File: config.mk
export PLATFORM = sky130hd
export DESIGN_NAME = bits_to_ascii_converter_flat
export DESIGN_NICKNAME = d
export VERILOG_FILES = /design/src/rtl/bits_to_ascii_converter_if.sv /design/src/rtl/bits_to_ascii_converter.sv /design/src/flat_wrapper.sv
export SDC_FILE = /design/constraint.sdc
export NUM_CORES = 1
export LEC_CHECK = 0
export ABC_AREA = 1
export CORE_UTILIZATION = 55
export CTS_CLUSTER_DIAMETER = 50
export DETAILED_ROUTE_END_ITERATION = 10
export PLACE_DENSITY_LB_ADDON = 0.25
export SYNTH_ARGS = -nofsm -noshare
export SYNTH_HDL_FRONTEND = slang
export SYNTH_SLANG_ARGS = --single-unit
File: constraint.sdc
create_clock -name clk -period 4.6 [get_ports clk]
set_clock_uncertainty 0.2 [all_clocks]
set_input_delay 1.15 -clock clk [delete_from_list [all_inputs] [get_ports clk]]
set_output_delay 1.15 -clock clk [all_outputs]
set_load 0.01 [all_outputs]
File: src/rtl/bits_to_ascii_converter_if.sv
// ----------------------------------------------------------------------------
// bits_to_ascii_converter_if
//   Groups the word handshake and UART TX signals of bits_to_ascii_converter.
//   master: the side that supplies words and the UART busy indication
//           (processor/debug logic plus UART TX core).
//   slave : the converter itself.
// Signals
//   bit_data   [WIDTH-1:0]  word to transmit
//   data_valid              request to transmit bit_data
//   ready                   converter idle, accepts bit_data this cycle
//   tx_byte    [7:0]        ASCII character to the UART
//   tx_start                one-cycle load pulse for the UART
//   tx_busy                 UART busy with a character
//   done                    one-cycle pulse after the last character finished
// ----------------------------------------------------------------------------
interface bits_to_ascii_converter_if #(
  parameter int WIDTH = 32
);
  logic [WIDTH-1:0] bit_data;
  logic             data_valid;
  logic             ready;
  logic [7:0]       tx_byte;
  logic             tx_start;
  logic             tx_busy;
  logic             done;

  modport master (
    output bit_data, data_valid, tx_busy,
    input  ready, tx_byte, tx_start, done
  );

  modport slave (
    input  bit_data, data_valid, tx_busy,
    output ready, tx_byte, tx_start, done
  );
endinterface

File: src/rtl/bits_to_ascii_converter.sv
// ----------------------------------------------------------------------------
// bits_to_ascii_converter
//   Takes a WIDTH-bit word and streams it to a UART transmitter as ASCII
//   '0'/'1' characters, MSB first, optionally followed by CR LF.
// Parameters
//   WIDTH        characters per word (excluding the CR LF trailer)
//   APPEND_CRLF  1: send 8'h0D, 8'h0A after the last bit; 0: no trailer
// Ports
//   clk   system clock, rising edge
//   rst   asynchronous, active-high reset
//   bus   slave side of bits_to_ascii_converter_if (word handshake + UART TX)
// ----------------------------------------------------------------------------
module bits_to_ascii_converter #(
  parameter int WIDTH       = 32,
  parameter bit APPEND_CRLF = 1'b1
) (
  input  logic                        clk,
  input  logic                        rst,
  bits_to_ascii_converter_if.slave    bus
);

  localparam int CNT_W    = $clog2(WIDTH + 2);
  localparam int LAST_IDX = APPEND_CRLF ? (WIDTH + 1) : (WIDTH - 1);

  localparam logic [CNT_W-1:0] CNT_WIDTH = CNT_W'(WIDTH);
  localparam logic [CNT_W-1:0] CNT_LAST  = CNT_W'(LAST_IDX);

  typedef enum logic [1:0] {
    S_IDLE,
    S_ISSUE,
    S_HOLD,
    S_WAIT
  } state_t;

  state_t           state;
  logic [WIDTH-1:0] shift_reg;
  logic [CNT_W-1:0] char_cnt;
  logic [7:0]       tx_byte_r;
  logic             tx_start_r;
  logic             done_r;

  // Character for the current counter position. Data bits come from the MSB
  // of the shift register; positions past the data bits are the CR LF trailer
  // (only reachable when APPEND_CRLF is set, since the counter stops earlier
  // otherwise).
  function automatic logic [7:0] next_char(input logic [CNT_W-1:0] cnt,
                                           input logic             msb);
    logic [7:0] ch;
    if (cnt < CNT_WIDTH) begin
      ch = {7'b0011000, msb};
    end else if (cnt == CNT_WIDTH) begin
      ch = 8'h0D;
    end else begin
      ch = 8'h0A;
    end
    return ch;
  endfunction

  always_ff @(posedge clk or posedge rst) begin
    if (rst) begin
      state      <= S_IDLE;
      shift_reg  <= '0;
      char_cnt   <= '0;
      tx_byte_r  <= 8'h00;
      tx_start_r <= 1'b0;
      done_r     <= 1'b0;
    end else begin
      // Pulses default low; each is raised for exactly one cycle below.
      tx_start_r <= 1'b0;
      done_r     <= 1'b0;
      case (state)
        S_IDLE: begin
          if (bus.data_valid) begin
            shift_reg <= bus.bit_data;
            char_cnt  <= '0;
            state     <= S_ISSUE;
          end
        end
        S_ISSUE: begin
          if (!bus.tx_busy) begin
            tx_byte_r  <= next_char(char_cnt, shift_reg[WIDTH-1]);
            tx_start_r <= 1'b1;
            if (char_cnt < CNT_WIDTH) begin
              shift_reg <= shift_reg << 1;
            end
            state <= S_HOLD;
          end
        end
        // Dead cycle so the UART has time to raise tx_busy before it is
        // examined in S_WAIT.
        S_HOLD: begin
          state <= S_WAIT;
        end
        S_WAIT: begin
          if (!bus.tx_busy) begin
            char_cnt <= char_cnt + 1'b1;
            if (char_cnt == CNT_LAST) begin
              done_r <= 1'b1;
              state  <= S_IDLE;
            end else begin
              state <= S_ISSUE;
            end
          end
        end
        default: begin
          state <= S_IDLE;
        end
      endcase
    end
  end

  assign bus.ready    = (state == S_IDLE);
  assign bus.tx_byte  = tx_byte_r;
  assign bus.tx_start = tx_start_r;
  assign bus.done     = done_r;

endmodule
File: src/flat_wrapper.sv
// flat-port wrapper written by rule: the top's interface ports become plain ports
module bits_to_ascii_converter_flat 
#(
  parameter int WIDTH       = 32,
  parameter bit APPEND_CRLF = 1'b1
)
  (clk, rst, bus_bit_data, bus_data_valid, bus_tx_busy, bus_ready, bus_tx_byte, bus_tx_start, bus_done);
  bits_to_ascii_converter_if #(.WIDTH(WIDTH)) bus_i ();
  input  logic clk;
  input  logic rst;
  input wire logic [$bits(bus_i.bit_data)-1:0] bus_bit_data;
  input wire logic [$bits(bus_i.data_valid)-1:0] bus_data_valid;
  input wire logic [$bits(bus_i.tx_busy)-1:0] bus_tx_busy;
  output wire logic [$bits(bus_i.ready)-1:0] bus_ready;
  output wire logic [$bits(bus_i.tx_byte)-1:0] bus_tx_byte;
  output wire logic [$bits(bus_i.tx_start)-1:0] bus_tx_start;
  output wire logic [$bits(bus_i.done)-1:0] bus_done;
  assign bus_i.bit_data = bus_bit_data;
  assign bus_i.data_valid = bus_data_valid;
  assign bus_i.tx_busy = bus_tx_busy;
  assign bus_ready = bus_i.ready;
  assign bus_tx_byte = bus_i.tx_byte;
  assign bus_tx_start = bus_i.tx_start;
  assign bus_done = bus_i.done;
  bits_to_ascii_converter #(.WIDTH(WIDTH), .APPEND_CRLF(APPEND_CRLF)) u_core (.clk(clk), .rst(rst), .bus(bus_i));
endmodule
==> flow_metrics.env <==
export IMPL_diodes=0
export IMPL_numPortBuffers=44
export IMPL_cts_buffer_depth=2
export IMPL_fin_cells=331
export IMPL_core_area_mm2=0.00406
export IMPL_insertion_delay_ns=0.30
export IMPL_grt_max_degree=65
export IMPL_first_iter_violations=120
export IMPL_grt_antenna_before_repair=0
export IMPL_place_hpwl_um=2850
export IMPL_seqPwrFrac=0.389
export IMPL_p_leak_nw=1.30
export IMPL_vias=1753
export IMPL_cts_repair_resized=0
export IMPL_p_clk_frac=0.144
export IMPL_fillerInstances=334
export IMPL_clkTransAtPathRegs_ns=0.08
export IMPL_htreeDepth=2
export IMPL_tightestPinTransition_ns=0.950
export IMPL_grt_usage=0.211
export IMPL_power_density_mw_per_mm2=604
export IMPL_via_per_inst=5.30
export IMPL_finalSetupViolCount=0
export IMPL_wl_um=4250
export IMPL_ant_nets=0
export IMPL_cap_violations=0
export IMPL_rsz0062_at_grt="no"
export IMPL_synth_edf_count=0
export IMPL_setup_tns_ns=0
export IMPL_wl_per_cell_um=12.8
export IMPL_placedCellCount=324
export IMPL_cts_sinks=47
export IMPL_layout_drive_gt1_share=0.0747
export IMPL_internal_power_w=0.00102
export IMPL_final_util=0.702
export IMPL_ys_types=24
export IMPL_grt_pass1_vias=1579
export IMPL_p_comb_frac=0.467
export IMPL_layout_nets=323
export IMPL_cp_end_kind="output port"
export IMPL_synthTopCellsByArea="dfrtp_1, mux2i_1, nand2_1, o21ai_1, o21ai_0"
export IMPL_fmax_ghz=0.340
export IMPL_drc_errors=0
export IMPL_status="complete, no violations"
export IMPL_crit_type="reg2out"
export IMPL_yosysMostFrequentCell="nand2_1"
export IMPL_die_height_um=67.6
export IMPL_start_util=0.583
export IMPL_place_gp_congestion=0.759
export IMPL_cts_tree="yes"
export IMPL_syn2layout_area_growth_pct=20.5
export IMPL_cts_hold_buf=0
export IMPL_dieWidth_um=67.6
export IMPL_synth_seq_area_share=0.497
export IMPL_slew_headroom=0.366
export IMPL_cts_root_buf="clkbuf_8"
export IMPL_yosys_warnings=0
export IMPL_overflow=0
export IMPL_drtPass1Iterations=4
export IMPL_cts_setup_buffers=0
export IMPL_synth_largest_area_cell="dfrtp_1"
export IMPL_pin_count=47
export IMPL_synth_area_mm2=0.00237
export IMPL_synth_seq_cells=47
export IMPL_crit_fanout=4
export IMPL_post_route_min_period_ns=2.94
export IMPL_hold_viol_final=0
export IMPL_die_area_mm2=0.00457
export IMPL_drv_slew=0
export IMPL_startpoint_type="flip-flop"
export IMPL_power_switching_w=0.000698
export IMPL_cp_arrival_ns=1.59
export IMPL_required_ns=3.25
export IMPL_grt_first_pass_wirelength_um=7090
export IMPL_peakVddDrop_uv=269
export IMPL_yosys_area_top_type_share=0.497
export IMPL_rows=23
export IMPL_synth_common_cells="nand2_1, dfrtp_1, mux2i_1, o21ai_1, o21ai_0"
export IMPL_synth_async_reset_ratio=1.00
export IMPL_synth_flop_cell="dfrtp_1"
export IMPL_switching_share=0.406
export IMPL_hp_class="reg2reg"
export IMPL_largest_reg_flops=32
export IMPL_finalCritPeriodShare=0.639
export IMPL_numCtsBuffers=5
export IMPL_syn_inst=242
export IMPL_syn_area_per_cell_um2=9.78
[per-stage QoR]
step                      setup slack (ns)  cell area [um^2]  hold slack [ns]  total power (W)
final                                 1.66              2850            0.283          0.00172
after global placement                1.54              2760            0.265          0.00145
after CTS                             1.65              2850            0.287          0.00175
after detailed placement              1.45              2760            0.268          0.00149
after global routing                  1.59              2850            0.308          0.00188
after floorplan                       2.13              2370            0.253          0.00139
[cells by family (layout without fill, tap and decap cells)]
family                     after synthesis  count (layout)  share of synthesized area
muxes                                   31              31                      0.131
buffers and inverters                   29              67                     0.0746
DFF                                     47              47                      0.497
and+or+nand+nor                         80              80                      0.148
other                                    1               2                    0.00158
adders and majority gates                6               6                     0.0317
AOI/OAI and AO/OA                       48              48                      0.116
[metal layers]
layer | vias up | global-route usage | wire [um]
li1 | 876 | - | -
met1 | 834 | 0.276 | 2000
met2 | 39 | 0.335 | 1970
met3 | 4 | 0.0591 | 232
met4 | 0 | 0.0718 | 42
met5 | - | 0 | 0
[layout by cell type, fill, tap and decap left out, types with 5 or more instances in the layout]
cell and n:
nor2_1 5, o21ai_0 16, mux2i_1 31, ha_1 5, clkbuf_8 6, clkdlybuf4s50_1 44, nand3_1 6, inv_1 14
o21ai_2 8, dfrtp_1 47, nand2_1 59, o21ai_1 22
[cell type report]
type	count	area, um^2	area share
Tap cell	50	62.6	0.0219
Clock inverter	1	5.00	0.00176
Sequential cell	47	1180	0.413
Timing Repair Buffer	45	448	0.157
Inverter	15	56.3	0.0198
Clock buffer	6	82.6	0.0290
Multi-Input combinational cell	167	1020	0.358
[final timing paths]
path | startpoint | endpoint | slack (ns) | cells past startpoint
max | u_core.state[1]$_DFFE_PP0P_ | bus_ready | 1.66 | 3
min | u_core.shift_reg[7]$_DFFE_PP0P_ | u_core.shift_reg[7]$_DFFE_PP0P_ | 0.28 | 2
max reg2reg | u_core.state[1]$_DFFE_PP0P_ | u_core.bus.tx_byte[1]$_DFFE_PP0P_ | 2.35 | 7
min reg2reg | u_core.shift_reg[7]$_DFFE_PP0P_ | u_core.shift_reg[7]$_DFFE_PP0P_ | 0.28 | 2
max in group asynchronous | rst | u_core.shift_reg[20]$_DFFE_PP0P_ | 2.41 | 2
min in group asynchronous | rst | u_core.bus.tx_byte[1]$_DFFE_PP0P_ | 1.18 | 2
[worst max-delay path, stage by stage, from the launching register on]
cell	delay (ns)
dfrtp_1	0.39
inv_1	0.13
ha_1	0.22
clkdlybuf4s50_1	0.56
[power by group through the flow]
stage	Clock [W]	Sequential, W	Combinational [W]
after floorplan	0	0.000655	0.000737
after global placement	0	0.000671	0.000783
after detailed placement	0	0.000676	0.000809
after CTS	0.000258	0.000669	0.000820
after global routing	0.000275	0.000688	0.000916
final	0.000247	0.000670	0.000804
Power figures use the tool's default switching activity.
